==> src/rtl/axi_pcie_v1_06_a_axi_enhanced_tx_fc_gate.sv <==
// Transmit flow-control credit gate: shadows the block's available TX credits and
// qualifies RR/RW/CC TLP starts so the arbiter never overcommits during report latency.
module axi_pcie_v1_06_a_axi_enhanced_tx_fc_gate #(
    parameter int unsigned C_FC_LAT       = 4,
    parameter string       C_CPL_INFINITE = "FALSE",
    parameter int unsigned TCQ            = 1
) (
    input  logic        com_iclk,
    input  logic        com_sysrst,
    input  logic        trn_lnk_up,
    output logic [2:0]  trn_fc_sel,
    input  logic [7:0]  trn_fc_ph,
    input  logic [11:0] trn_fc_pd,
    input  logic [7:0]  trn_fc_nph,
    input  logic [7:0]  trn_fc_cplh,
    input  logic [11:0] trn_fc_cpld,
    input  logic [9:0]  rw_len,
    input  logic [9:0]  cc_len,
    input  logic        cc_has_data,
    input  logic        rr_start,
    input  logic        rw_start,
    input  logic        cc_start,
    output logic        rr_credit_ok,
    output logic        rw_credit_ok,
    output logic        cc_credit_ok,
    output logic        fc_err
);

    localparam int unsigned HDR_W  = 8;
    localparam int unsigned DAT_W  = 12;
    localparam int unsigned HOLD_W = (C_FC_LAT < 1) ? 1 : $clog2(C_FC_LAT + 1);
    localparam logic [HOLD_W-1:0] HOLD_LOAD = HOLD_W'(C_FC_LAT);
    localparam bit CPL_INF = (C_CPL_INFINITE == "TRUE");

    typedef enum logic [1:0] {
        LINK_DOWN = 2'd0,
        WARMUP    = 2'd1,
        RUN       = 2'd2
    } state_t;

    // Data credits for a DW length: ceil(len/4), with len 0 meaning 1024 DW.
    function automatic logic [8:0] dc_need(input logic [9:0] len);
        logic [10:0] sum;
        sum = {1'b0, len} + 11'd3;
        dc_need = (len == 10'd0) ? 9'd256 : sum[10:2];
    endfunction

    state_t            state_q, state_nxt;
    logic [HOLD_W-1:0] hold_q, hold_nxt;
    logic [HDR_W-1:0]  nph_sh, ph_sh, cplh_sh;
    logic [HDR_W-1:0]  nph_nxt, ph_nxt, cplh_nxt;
    logic [DAT_W-1:0]  pd_sh, cpld_sh;
    logic [DAT_W-1:0]  pd_nxt, cpld_nxt;
    logic              rr_ok_nxt, rw_ok_nxt, cc_ok_nxt, err_nxt;
    logic [DAT_W-1:0]  rw_need, cc_need;
    logic              any_start, run_c;
    logic              unused_tcq;

    assign trn_fc_sel = 3'b100;
    assign unused_tcq = TCQ[0];

    assign rw_need   = DAT_W'(dc_need(rw_len));
    assign cc_need   = DAT_W'(dc_need(cc_len));
    assign any_start = rr_start | rw_start | cc_start;
    assign run_c     = (state_q == RUN) && trn_lnk_up;

    // State register
    always_ff @(posedge com_iclk) begin
        if (com_sysrst) begin
            state_q <= LINK_DOWN;
        end else begin
            state_q <= state_nxt;
        end
    end

    // Shadow counters, holdoff and registered outputs
    always_ff @(posedge com_iclk) begin
        if (com_sysrst) begin
            hold_q       <= '0;
            nph_sh       <= '0;
            ph_sh        <= '0;
            cplh_sh      <= '0;
            pd_sh        <= '0;
            cpld_sh      <= '0;
            rr_credit_ok <= 1'b0;
            rw_credit_ok <= 1'b0;
            cc_credit_ok <= 1'b0;
            fc_err       <= 1'b0;
        end else begin
            hold_q       <= hold_nxt;
            nph_sh       <= nph_nxt;
            ph_sh        <= ph_nxt;
            cplh_sh      <= cplh_nxt;
            pd_sh        <= pd_nxt;
            cpld_sh      <= cpld_nxt;
            rr_credit_ok <= rr_ok_nxt;
            rw_credit_ok <= rw_ok_nxt;
            cc_credit_ok <= cc_ok_nxt;
            fc_err       <= err_nxt;
        end
    end

    // Next-state, shadow update and credit qualification
    always_comb begin
        state_nxt = state_q;
        hold_nxt  = hold_q;
        nph_nxt   = nph_sh;
        ph_nxt    = ph_sh;
        cplh_nxt  = cplh_sh;
        pd_nxt    = pd_sh;
        cpld_nxt  = cpld_sh;
        err_nxt   = fc_err;

        if ((rr_start && !rr_credit_ok) || (rw_start && !rw_credit_ok) ||
            (cc_start && !cc_credit_ok)) begin
            err_nxt = 1'b1;
        end

        unique case (state_q)
            LINK_DOWN: begin
                nph_nxt  = '0;
                ph_nxt   = '0;
                cplh_nxt = '0;
                pd_nxt   = '0;
                cpld_nxt = '0;
                hold_nxt = '0;
                if (trn_lnk_up) begin
                    hold_nxt  = HOLD_LOAD;
                    state_nxt = WARMUP;
                end
            end
            WARMUP: begin
                if (hold_q != '0) begin
                    hold_nxt = hold_q - HOLD_W'(1);
                end else begin
                    nph_nxt   = trn_fc_nph;
                    ph_nxt    = trn_fc_ph;
                    cplh_nxt  = trn_fc_cplh;
                    pd_nxt    = trn_fc_pd;
                    cpld_nxt  = trn_fc_cpld;
                    state_nxt = RUN;
                end
            end
            RUN: begin
                if (any_start) begin
                    hold_nxt = HOLD_LOAD;
                    if (rr_start) begin
                        if (nph_sh == '0) err_nxt = 1'b1;
                        else              nph_nxt = nph_sh - HDR_W'(1);
                    end
                    if (rw_start) begin
                        if (ph_sh == '0) err_nxt = 1'b1;
                        else             ph_nxt  = ph_sh - HDR_W'(1);
                        if (pd_sh < rw_need) begin
                            pd_nxt  = '0;
                            err_nxt = 1'b1;
                        end else begin
                            pd_nxt = pd_sh - rw_need;
                        end
                    end
                    // Completion pools still track usage when infinite, but never flag
                    if (cc_start) begin
                        if (cplh_sh == '0) begin
                            if (!CPL_INF) err_nxt = 1'b1;
                        end else begin
                            cplh_nxt = cplh_sh - HDR_W'(1);
                        end
                        if (cc_has_data) begin
                            if (cpld_sh < cc_need) begin
                                cpld_nxt = '0;
                                if (!CPL_INF) err_nxt = 1'b1;
                            end else begin
                                cpld_nxt = cpld_sh - cc_need;
                            end
                        end
                    end
                end else if (hold_q != '0) begin
                    hold_nxt = hold_q - HOLD_W'(1);
                end else begin
                    nph_nxt  = trn_fc_nph;
                    ph_nxt   = trn_fc_ph;
                    cplh_nxt = trn_fc_cplh;
                    pd_nxt   = trn_fc_pd;
                    cpld_nxt = trn_fc_cpld;
                end
            end
            default: begin
                state_nxt = LINK_DOWN;
            end
        endcase

        // Link loss overrides everything, including mid-packet
        if (!trn_lnk_up) begin
            state_nxt = LINK_DOWN;
            hold_nxt  = '0;
            nph_nxt   = '0;
            ph_nxt    = '0;
            cplh_nxt  = '0;
            pd_nxt    = '0;
            cpld_nxt  = '0;
        end

        rr_ok_nxt = run_c && (nph_sh != '0) && !rr_start;
        rw_ok_nxt = run_c && (ph_sh != '0) && (pd_sh >= rw_need) && !rw_start;
        cc_ok_nxt = run_c && !cc_start &&
                    (CPL_INF || ((cplh_sh != '0) && (!cc_has_data || (cpld_sh >= cc_need))));
    end

endmodule

==> config.mk <==
export PLATFORM = sky130hd
export DESIGN_NAME = axi_pcie_v1_06_a_axi_enhanced_tx_fc_gate
export DESIGN_NICKNAME = d
export VERILOG_FILES = /design/src/rtl/axi_pcie_v1_06_a_axi_enhanced_tx_fc_gate.sv
export SDC_FILE = /design/constraint.sdc
export NUM_CORES = 1
export LEC_CHECK = 0
export CORE_UTILIZATION = 40
export DETAILED_ROUTE_END_ITERATION = 8
export MAX_ROUTING_LAYER = met4
export SETUP_SLACK_MARGIN = 0.5
export SYNTH_ARGS = -nofsm -noshare
export SYNTH_HDL_FRONTEND = slang
export SYNTH_SLANG_ARGS = --single-unit
==> constraint.sdc <==
create_clock -name com_iclk -period 5.53 [get_ports com_iclk]
set_clock_uncertainty 0.2 [all_clocks]
set_input_delay 1.106 -clock com_iclk [delete_from_list [all_inputs] [get_ports com_iclk]]
set_output_delay 1.106 -clock com_iclk [all_outputs]
set_load 0.01 [all_outputs]
# == Word level (Yosys, flattened, before mapping) ==
# Cells that the tools add are included.
# word_totals
out_inout_bits,7
regBits,57
# op_classes
mux,45
add_sub_neg,8
n_bitwise,4
eq_ne,10
reduce_logical,40
magnitude_cmp,4
# ops
operator,n
$mux W12,9
$mux W8,12
$pmux W12 S3,2
$pmux W8 S3,3
$ge A12 B9 Y1,2
$logic_not A8 Y1,3
$lt A12 B9 Y1,2
$reduce_bool A8 Y1,3
$sub A12 B9 Y12,2
$sub A8 B1 Y8 const B,3
$add A10 B2 Y11 const B,2
$ne A3 B3 Y1 const B,7
$logic_not A10 Y1,2
$mux W9,2
$logic_and A1 B1 Y1,12
$mux W1,12
$reduce_and A3 Y1,4
$pmux W3 S3,1
$logic_not A1 Y1,7
$mux W3,2
$pmux W2 S3,1
$reduce_bool A3 Y1,2
$reduce_and A2 Y1,2
$logic_or A1 B1 Y1,3
9 further kinds,11

# == Logic depth before layout (Yosys ltp) ==
# Gate-level depths: netlist of the first run.
# logic_depth
depth_word,16
ltp_mapped,13
ltp_nobuf,13

# == Worst setup path after synthesis of the first run ==
# Ideal clock, no wire load.
# synth_path
path_type,input-to-reg
start,input port cc_len[1]
end,register cpld_sh[1]
path_buffers,0
arrival_time_ns,3.486
slack_ns,1.713
path_stages,12
cell_sequence,o21ai_0 > nor2_1 > and3_1 > nand4_1 > xnor2_1 > ha_1 > a21oi_1 > nor3b_1 > a2111oi_2 > nor2_1 > a222oi_1 > nor3_1
# synth_via
elab_chain_len,8
# synth_lines
item,line,source
"start, declared",18,"input logic [9:0] cc_len,"
$add A10 B2 Y11 or $logic_not A10 Y1 (tied branches),"44, 45",
$mux W9 (*),45,dc_need = (len == 10'd0) ? 9'd256 : sum[10:2];
$sub A12 B9 Y12 or $lt A12 B9 Y1 (tied branches),"173, 169",
$mux W12 (*),169,if (cpld_sh < cc_need) begin
$mux W12 (*),168,if (cc_has_data) begin
$mux W12 (*),162,if (cc_start) begin
$mux W12 (*),145,if (any_start) begin
$pmux W12 S3 (*),119,unique case (state_q)
"end signal, assigned",95,cpld_sh <= cpld_nxt;
"end, declared",52,"logic [DAT_W-1:0] pd_sh, cpld_sh;"
# Mark *: on every way between the ends. The rest lies on a longest branch, timed or not. The select of a mux whose other input is x is not followed.
# A chain may end at the register's enable or synchronous reset.

# == Worst setup path in the final report of the first run ==
# layout_path
start,input port cc_len[2]
end,register cpld_sh[1]
# The elaborated chain is that of the path after synthesis.

==> impl_summary.txt, run 1 <==
----------------------------------------------------
[Timing]
  Tmin final ... around 4600 ps
  Hold Fails Final Rpt ... 0
  Slew Viols, Final ... 0
  Peak Freq ... 220 MHz
  Post-Route Setup TNS ... 0 ps
  Transition time of the tightest slew-check pin ... 915 ps
  Max_slew headroom ... 39.0%
  Final clock period utilization by the worst path ... 82.3%
  RSZ-0062 raised after global routing ... no
  Setup violation total in the final timing report ... 0
  Final worst slack ... 977 ps

[Logic synthesis]
  Post-synth top area cell ... dfxtp_1
  Number of enable-type register cells in the synthesized netlist ... 0
  Post-synthesis register bit count ... 57
  Share of synthesized registers carrying an async set or reset ... 0%
  Largest cells by area after synthesis ... dfxtp_1 24%, ha_1 8.2%, a21oi_1 6.0%
  Most common cell in the netlist ... nand2_1
  Post-synth top area share ... 24.2%
  Mean post-synth cell area ... 7.56 µm²
  Number of distinct library cells after synthesis ... 78
  Seq/Total Area, Yosys ... 24.2%
  Most used flip-flop cell after synthesis ... dfxtp_1
  Ys Warns ... 0
  Synthesized cell area ... 4720 µm²
  Post-synthesis instance total ... 624
  Most frequent cells after synthesis ... 63 x nand2_1, 58 x nor2_1, 57 x a21oi_1, 57 x dfxtp_1, 35 x o21ai_0

[Placement]
  HPWL after detailed placement ... 10500 µm
  Placed standard-cell area ... ~5600 µm²
  Input/output buffers ... 78
  Place WS ... 687 ps
  Last weighted congestion value of the routability-driven placer ... 0.897

[Detailed routing]
  Via/cell ratio ... 6.02
  Iter 0 DRT Violations ... 429
  Average routed wire per standard cell ... 16.9 µm
  Antenna-violating nets left ... 0
  Number of detailed-routing iterations run before antenna repair ... 5
  DRC Markers ... 0
  Count of vias placed by the detailed router ... 5028
  Total wirelength of the detailed-routed design ... ~14000 µm

[Clock tree]
  Longest Clk Path Bufs ... 2
  Post-CTS Repair Setup Buffers ... 0
  CTS tree ... done
  Hold Buf Count CTS ... 0
  Count of instances resized after the clock tree is built ... 0
  Clk root buf ... clkbuf_16
  Number of sinks handled by clock tree synthesis ... 57
  Inserted Clock Buffers ... 9
  Count of H-tree levels built during CTS ... 3
  Latest clock arrival within the worst-skew pair ... 330 ps
  Clock transition at the register clock pins on the worst setup and hold paths after CTS ... about 50 ps

[Global routing]
  Wire length of the first global-routing pass ... 23400 µm
  Global route overflow ... 0
  Largest net degree at the start of global routing ... 33
  Total track usage ... between 20% and 30%
  Via count of the first global-routing pass ... between 4000 and 5000
  Antenna violations before repair ... 0

[Worst setup path]
  Required time of the worst setup path ... 5540 ps
  Endpoint class of the critical path ... flip-flop
  Crit path max fanout ... 5
  Crit path arrival time ... 4560 ps
  Sort of element at the start of the critical path ... input port
  Critical Path Start ... cc_len[2]
  Critical register-to-register path startpoint ... state_q[0]$_SDFFE_PP0P_
  Classification of the worst setup path ... input port to flip-flop
  Number of cells on the worst reg-to-reg path ... 9

[Layout]
  Final core utilization ... 51.2%
  Area delta synth->final ... 24.4%
  Proportion of layout cells with a drive suffix above 1 ... 5.49%
  Number of nets in the finished design ... ~800
  Filler cell count in the final layout ... 1153
  Area taken by multi-input logic gates ... 3330 µm²
  Antenna diode count ... 0
  Post-route cell area ... just under 6000 µm²
  Reg area ... between 1000 and 1500 µm²

[Die]
  # rows ... 39
  Floorplan die area ... 12200 µm²
  Ports ... just over 80
  Width of the die ... 111 µm
  Vertical die dimension ... approximately 110 µm
  Area of the core region ... around 11000 µm²
  Initial standard-cell utilization of the core ... 41.1%

[Power and ir drop]
  Power density over cell area ... 208 nW/µm²
  Pwr Total ... 1.22 mW
  Leakage dissipation ... around 2.2 nW
  Worst ir drop on vdd ... 0.155 mV

[Run]
  Max-capacitance violation count ... 0

[Min path]
  Worst min-delay path startpoint ... cplh_sh[3]$_SDFFE_PP0P_
  Worst hold stages ... 2
  Kind of path behind the tightest hold check ... flip-flop to flip-flop

[Run status]
  Result of the run ... finished, final reports clean

----------------------------------------------------
-- layout make-up --
| type | instances | share of cell area, % |
|---|---|---|
| clock buffers | 10 | 4.07 |
| clock inverters | 6 | 0.981 |
| inverters | 22 | 1.41 |
| multi-input cells | 512 | 56.8 |
| flip-flops and latches | 57 | 19.4 |
| well taps | 143 | 3.05 |
| repair buffers | 85 | 14.2 |
-- routing by layer --
layer | wire (µm) | global-route usage (%) | share of wire (%) | vias to the layer above
met5 | 0 | - | 0 | -
met3 | 887 | 4.01 | 6.3 | 28
met1 | 6550 | 31.8 | 46 | 2340
met4 | 289 | 8.98 | 2.1 | 0
met2 | 6370 | 37.3 | 45 | 206
li1 | - | - | - | 2454
-- registers in the layout, summed over array words and instances (netlist names) --
signal and flops:
nph_sh 8, rr_credit_ok 1, cplh_sh 8, cc_credit_ok 1, state_q 2, fc_err 1, hold_q 3, ph_sh 8
pd_sh 12, cpld_sh 12, rw_credit_ok 1
-- worst paths after layout --
| kind | to | slack (ps) |
|---|---|---|
| max | cpld_sh[1]$_SDFFE_PP0P_ | 980 |
| min | cplh_sh[3]$_SDFFE_PP0P_ | 280 |
| max reg2reg | cplh_sh[6]$_SDFFE_PP0P_ | 2250 |
| min reg2reg | cplh_sh[3]$_SDFFE_PP0P_ | 280 |
-- cell families (layout without fill, tap and decap cells) --
logic type      after synthesis  count (layout)  share of synthesized area (%)
simple gates                220             220                           22.9
compound gates              223             223                           32.1
buf+inv                      56             123                           5.36
flops                        57              57                           24.2
xor+xnor                     29              29                           5.39
other cells                   2               3                          0.159
fa+ha+maj                    33              33                           9.07
mux                           4               4                          0.902
-- worst max-delay path: stages --
cell and delay [ps]:
clkdlybuf4s50_1 520, o21ai_0 160, nor2_1 220, and3_1 270
nand4_1 160, xnor2_1 160, ha_1 340, a21oi_1 190
nor3b_1 90, a2111oi_2 660, nor2_1 240, a222oi_1 350
nor3_1 90
-- power by group --
group          internal (mW)  total, mW  leakage, nW  switching [mW]
clock                  0.357      0.557        0.148           0.200
combinational          0.113      0.241         1.60           0.128
sequential             0.415      0.419        0.460         0.00409
total                  0.885       1.22         2.21           0.332
-- cell usage in the layout, fill, tap and decap left out, types with 14 or more instances in the layout --
cell type | synthesis | layout
nand3_1 | 17 | 17
inv_1 | 22 | 22
dfxtp_1 | 57 | 57
ha_1 | 31 | 31
o22ai_1 | 14 | 14
xnor2_1 | 15 | 15
nand2_1 | 63 | 63
nor2_1 | 58 | 58
a22oi_1 | 20 | 20
o21ai_0 | 35 | 35
clkdlybuf4s50_1 | 0 | 78
nor3_1 | 28 | 28
xor2_1 | 14 | 14
a21oi_1 | 57 | 57
-- metrics by stage --
step / hold slack (ps) / std cells
5_1_grt: 284 / 835
3_3_place_gp: 250 / 819
2_1_floorplan: 236 / 625
3_5_place_dp: 266 / 819
4_1_cts: 273 / 835
6_report: 277 / 835
Power figures use the tool's default switching activity.
==> run 2, diff against run 1 <==
Settings changed: PLACE_DENSITY set to 0.66.
Clock period 5.53 ns to 3.8 ns, I/O delays scaled along.
==> run 2 against run 1 <==
Effect of this change:
- count of clock-buffer cells in the layout down 1
- worst hold slack about the same
- cell count up 6.8%
- total power up 53%
- via count up 4.5%
==> impl_summary.txt, run 2 (synthesis results as in run 1) <==
----------------------------------------------------
[Worst setup path]
  Sort of element at the start of the critical path ... input port
  Crit path max fanout ... 5
  Endpoint class of the critical path ... flip-flop
  Crit path arrival time ... 3300 ps
  Required time of the worst setup path ... ~3900 ps
  Classification of the worst setup path ... input port to flip-flop

[Die]
  Floorplan die area ... 12200 µm²
  Vertical die dimension ... about 110 µm
  Ports ... 82
  # rows ... 39
  Area of the core region ... 11500 µm²
  Width of the die ... 111 µm
  Initial standard-cell utilization of the core ... around two fifths

[Power and ir drop]
  Net Sw Frac ... 29.2%
  Leakage dissipation ... roughly 2.6 nW
  Worst ir drop on vdd ... 0.200 mV
  Share of power burned in registers ... 32.8%
  Pwr Total ... 1.86 mW
  Power share of the clock group ... a little under half
  Design internal power ... 1.32 mW
  Net switching power figure ... about 540 µW
  Power density over cell area ... 286 nW/µm²
  Part of the total power dissipated in combinational logic ... 22.0%

[Placement]
  Placed standard-cell area ... 5950 µm²
  Place WS ... -152 ps
  Input/output buffers ... 78
  HPWL after detailed placement ... 11300 µm
  Inst Count DP ... between 800 and 900
  Last weighted congestion value of the routability-driven placer ... between 0.8 and 0.9

[Timing]
  Final worst slack ... around 560 ps
  RSZ-0062 raised after global routing ... no
  Final clock period utilization by the worst path ... 85.3%
  Hold Fails Final Rpt ... 0
  Max_slew headroom ... 47.1%
  Tmin final ... 3240 ps
  Slew Viols, Final ... 0
  Setup violation total in the final timing report ... 0
  Transition time of the tightest slew-check pin ... 788 ps
  Peak Freq ... 308 MHz

[Clock tree]
  Number of sinks handled by clock tree synthesis ... 57
  Clk root buf ... clkbuf_16
  Inserted Clock Buffers ... 9
  Count of H-tree levels built during CTS ... 3
  CTS tree ... done
  Clock transition at the register clock pins on the worst setup and hold paths after CTS ... 60 ps
  Longest Clk Path Bufs ... 2
  Latest clock arrival within the worst-skew pair ... 340 ps

[Layout]
  Post-route cell area ... approximately 6500 µm²
  Most common cell after layout, fill and taps aside ... clkdlybuf4s50_1
  Antenna diode count ... 0
  Largest registers in the final layout ... cpld_sh (12), pd_sh (12)
  Proportion of layout cells with a drive suffix above 1 ... 18.0%
  Filler cell count in the final layout ... 1049
  Top library cells by usage in the layout, fill and taps aside ... 66 x clkdlybuf4s50_1, 62 x nand2_1, 61 x buf_4, 57 x dfxtp_1
  Area delta synth->final ... 38.1%
  Finished Layout Cells ... between 800 and 900
  Number of nets in the finished design ... between 800 and 900

[Min path]
  Kind of path behind the tightest hold check ... flip-flop to flip-flop

[Detailed routing]
  Count of vias placed by the detailed router ... 5255
  Average routed wire per standard cell ... 17.1 µm
  DRC Markers ... 0
  Antenna-violating nets left ... 0
  Number of detailed-routing iterations run before antenna repair ... 6
  Via/cell ratio ... 5.89
  Iter 0 DRT Violations ... 414
  Total wirelength of the detailed-routed design ... 15300 µm

[Run status]
  Result of the run ... finished, final reports clean

[Global routing]
  Total track usage ... 25.3%
  Via count of the first global-routing pass ... 5089
  Global route overflow ... 0
  Largest net degree at the start of global routing ... 29
  Antenna violations before repair ... 0
  Wire length of the first global-routing pass ... 24700 µm

[Run]
  Max-capacitance violation count ... 0

----------------------------------------------------
run 2: cell types whose count changed in the layout (fill, tap and decap cells not counted), moves of 5 or more:
| cell | delta |
|---|---|
| clkbuf_2 | +5 |
| buf_4 | +54 |
| clkdlybuf4s50_1 | -12 |
| nor2_1 | -5 |
run 2: final cells by class:
class / count / area, µm² / share of cell area [%]
Multi-Input combinational cell: 512 / 3540 / 54.4
Timing Repair Buffer: 142 / 1260 / 19.4
Sequential cell: 57 / 1140 / 17.5
Clock buffer: 9 / 225 / 3.46
Tap cell: 143 / 179 / 2.75
Inverter: 22 / 82.6 / 1.27
Clock inverter: 7 / 78.8 / 1.21
run 2: repair_timing:
item / CTS / global route
pin swaps: 30 / 20
hold buffers: 0 / 0
resized for setup: 40 / 29
gates cloned: 0 / 0
endpoints found under the setup margin: 27 / 27
setup buffers: 6 / 5
run 2: worst paths after layout:
check	from	endpoint	slack, ps	depth (start not counted)
max	cc_len[6]	fc_err$_SDFF_PP0_	560	10
min	pd_sh[0]$_SDFFE_PP0P_	pd_sh[0]$_SDFFE_PP0P_	280	2
max reg2reg	state_q[0]$_SDFFE_PP0P_	pd_sh[9]$_SDFFE_PP0P_	970	9
min reg2reg	pd_sh[0]$_SDFFE_PP0P_	pd_sh[0]$_SDFFE_PP0P_	280	2
run 2: power groups by stage:
stage / clock (mW) / sequential (mW) / combinational (mW)
2_1_floorplan: 0 / 0.621 / 0.209
3_3_place_gp: 0 / 0.622 / 0.375
6_report: 0.841 / 0.610 / 0.410
4_1_cts: 0.847 / 0.609 / 0.395
3_5_place_dp: 0 / 0.622 / 0.381
5_1_grt: 0.872 / 0.610 / 0.443
run 2: layer usage:
metal | routed length (µm) | GRT usage, % | vias up
li1 | - | - | 2566
met1 | 7000 | 32.4 | 2503
met2 | 7280 | 41.2 | 165
met3 | 794 | 3.62 | 21
met4 | 216 | 7.64 | 0
met5 | 0 | - | -
run 2: worst max-delay path, stage by stage:
cell and delay, ps:
clkdlybuf4s50_1 580, nand4_1 160, xnor2_1 170, ha_1 350, o2111a_2 180, a2111oi_4 440, buf_4 200, a21oi_1 60
o221a_1 230, nor3_1 150
run 2: per-stage QoR:
step                      utilization (%)  setup TNS, ps  hold WS (ps)
final                                56.8              0           276
after global routing                 56.8              0           294
after CTS                            56.0              0           266
after detailed placement             51.8          -1390           257
after global placement               51.8           -109           246
after floorplan                         -              0           236
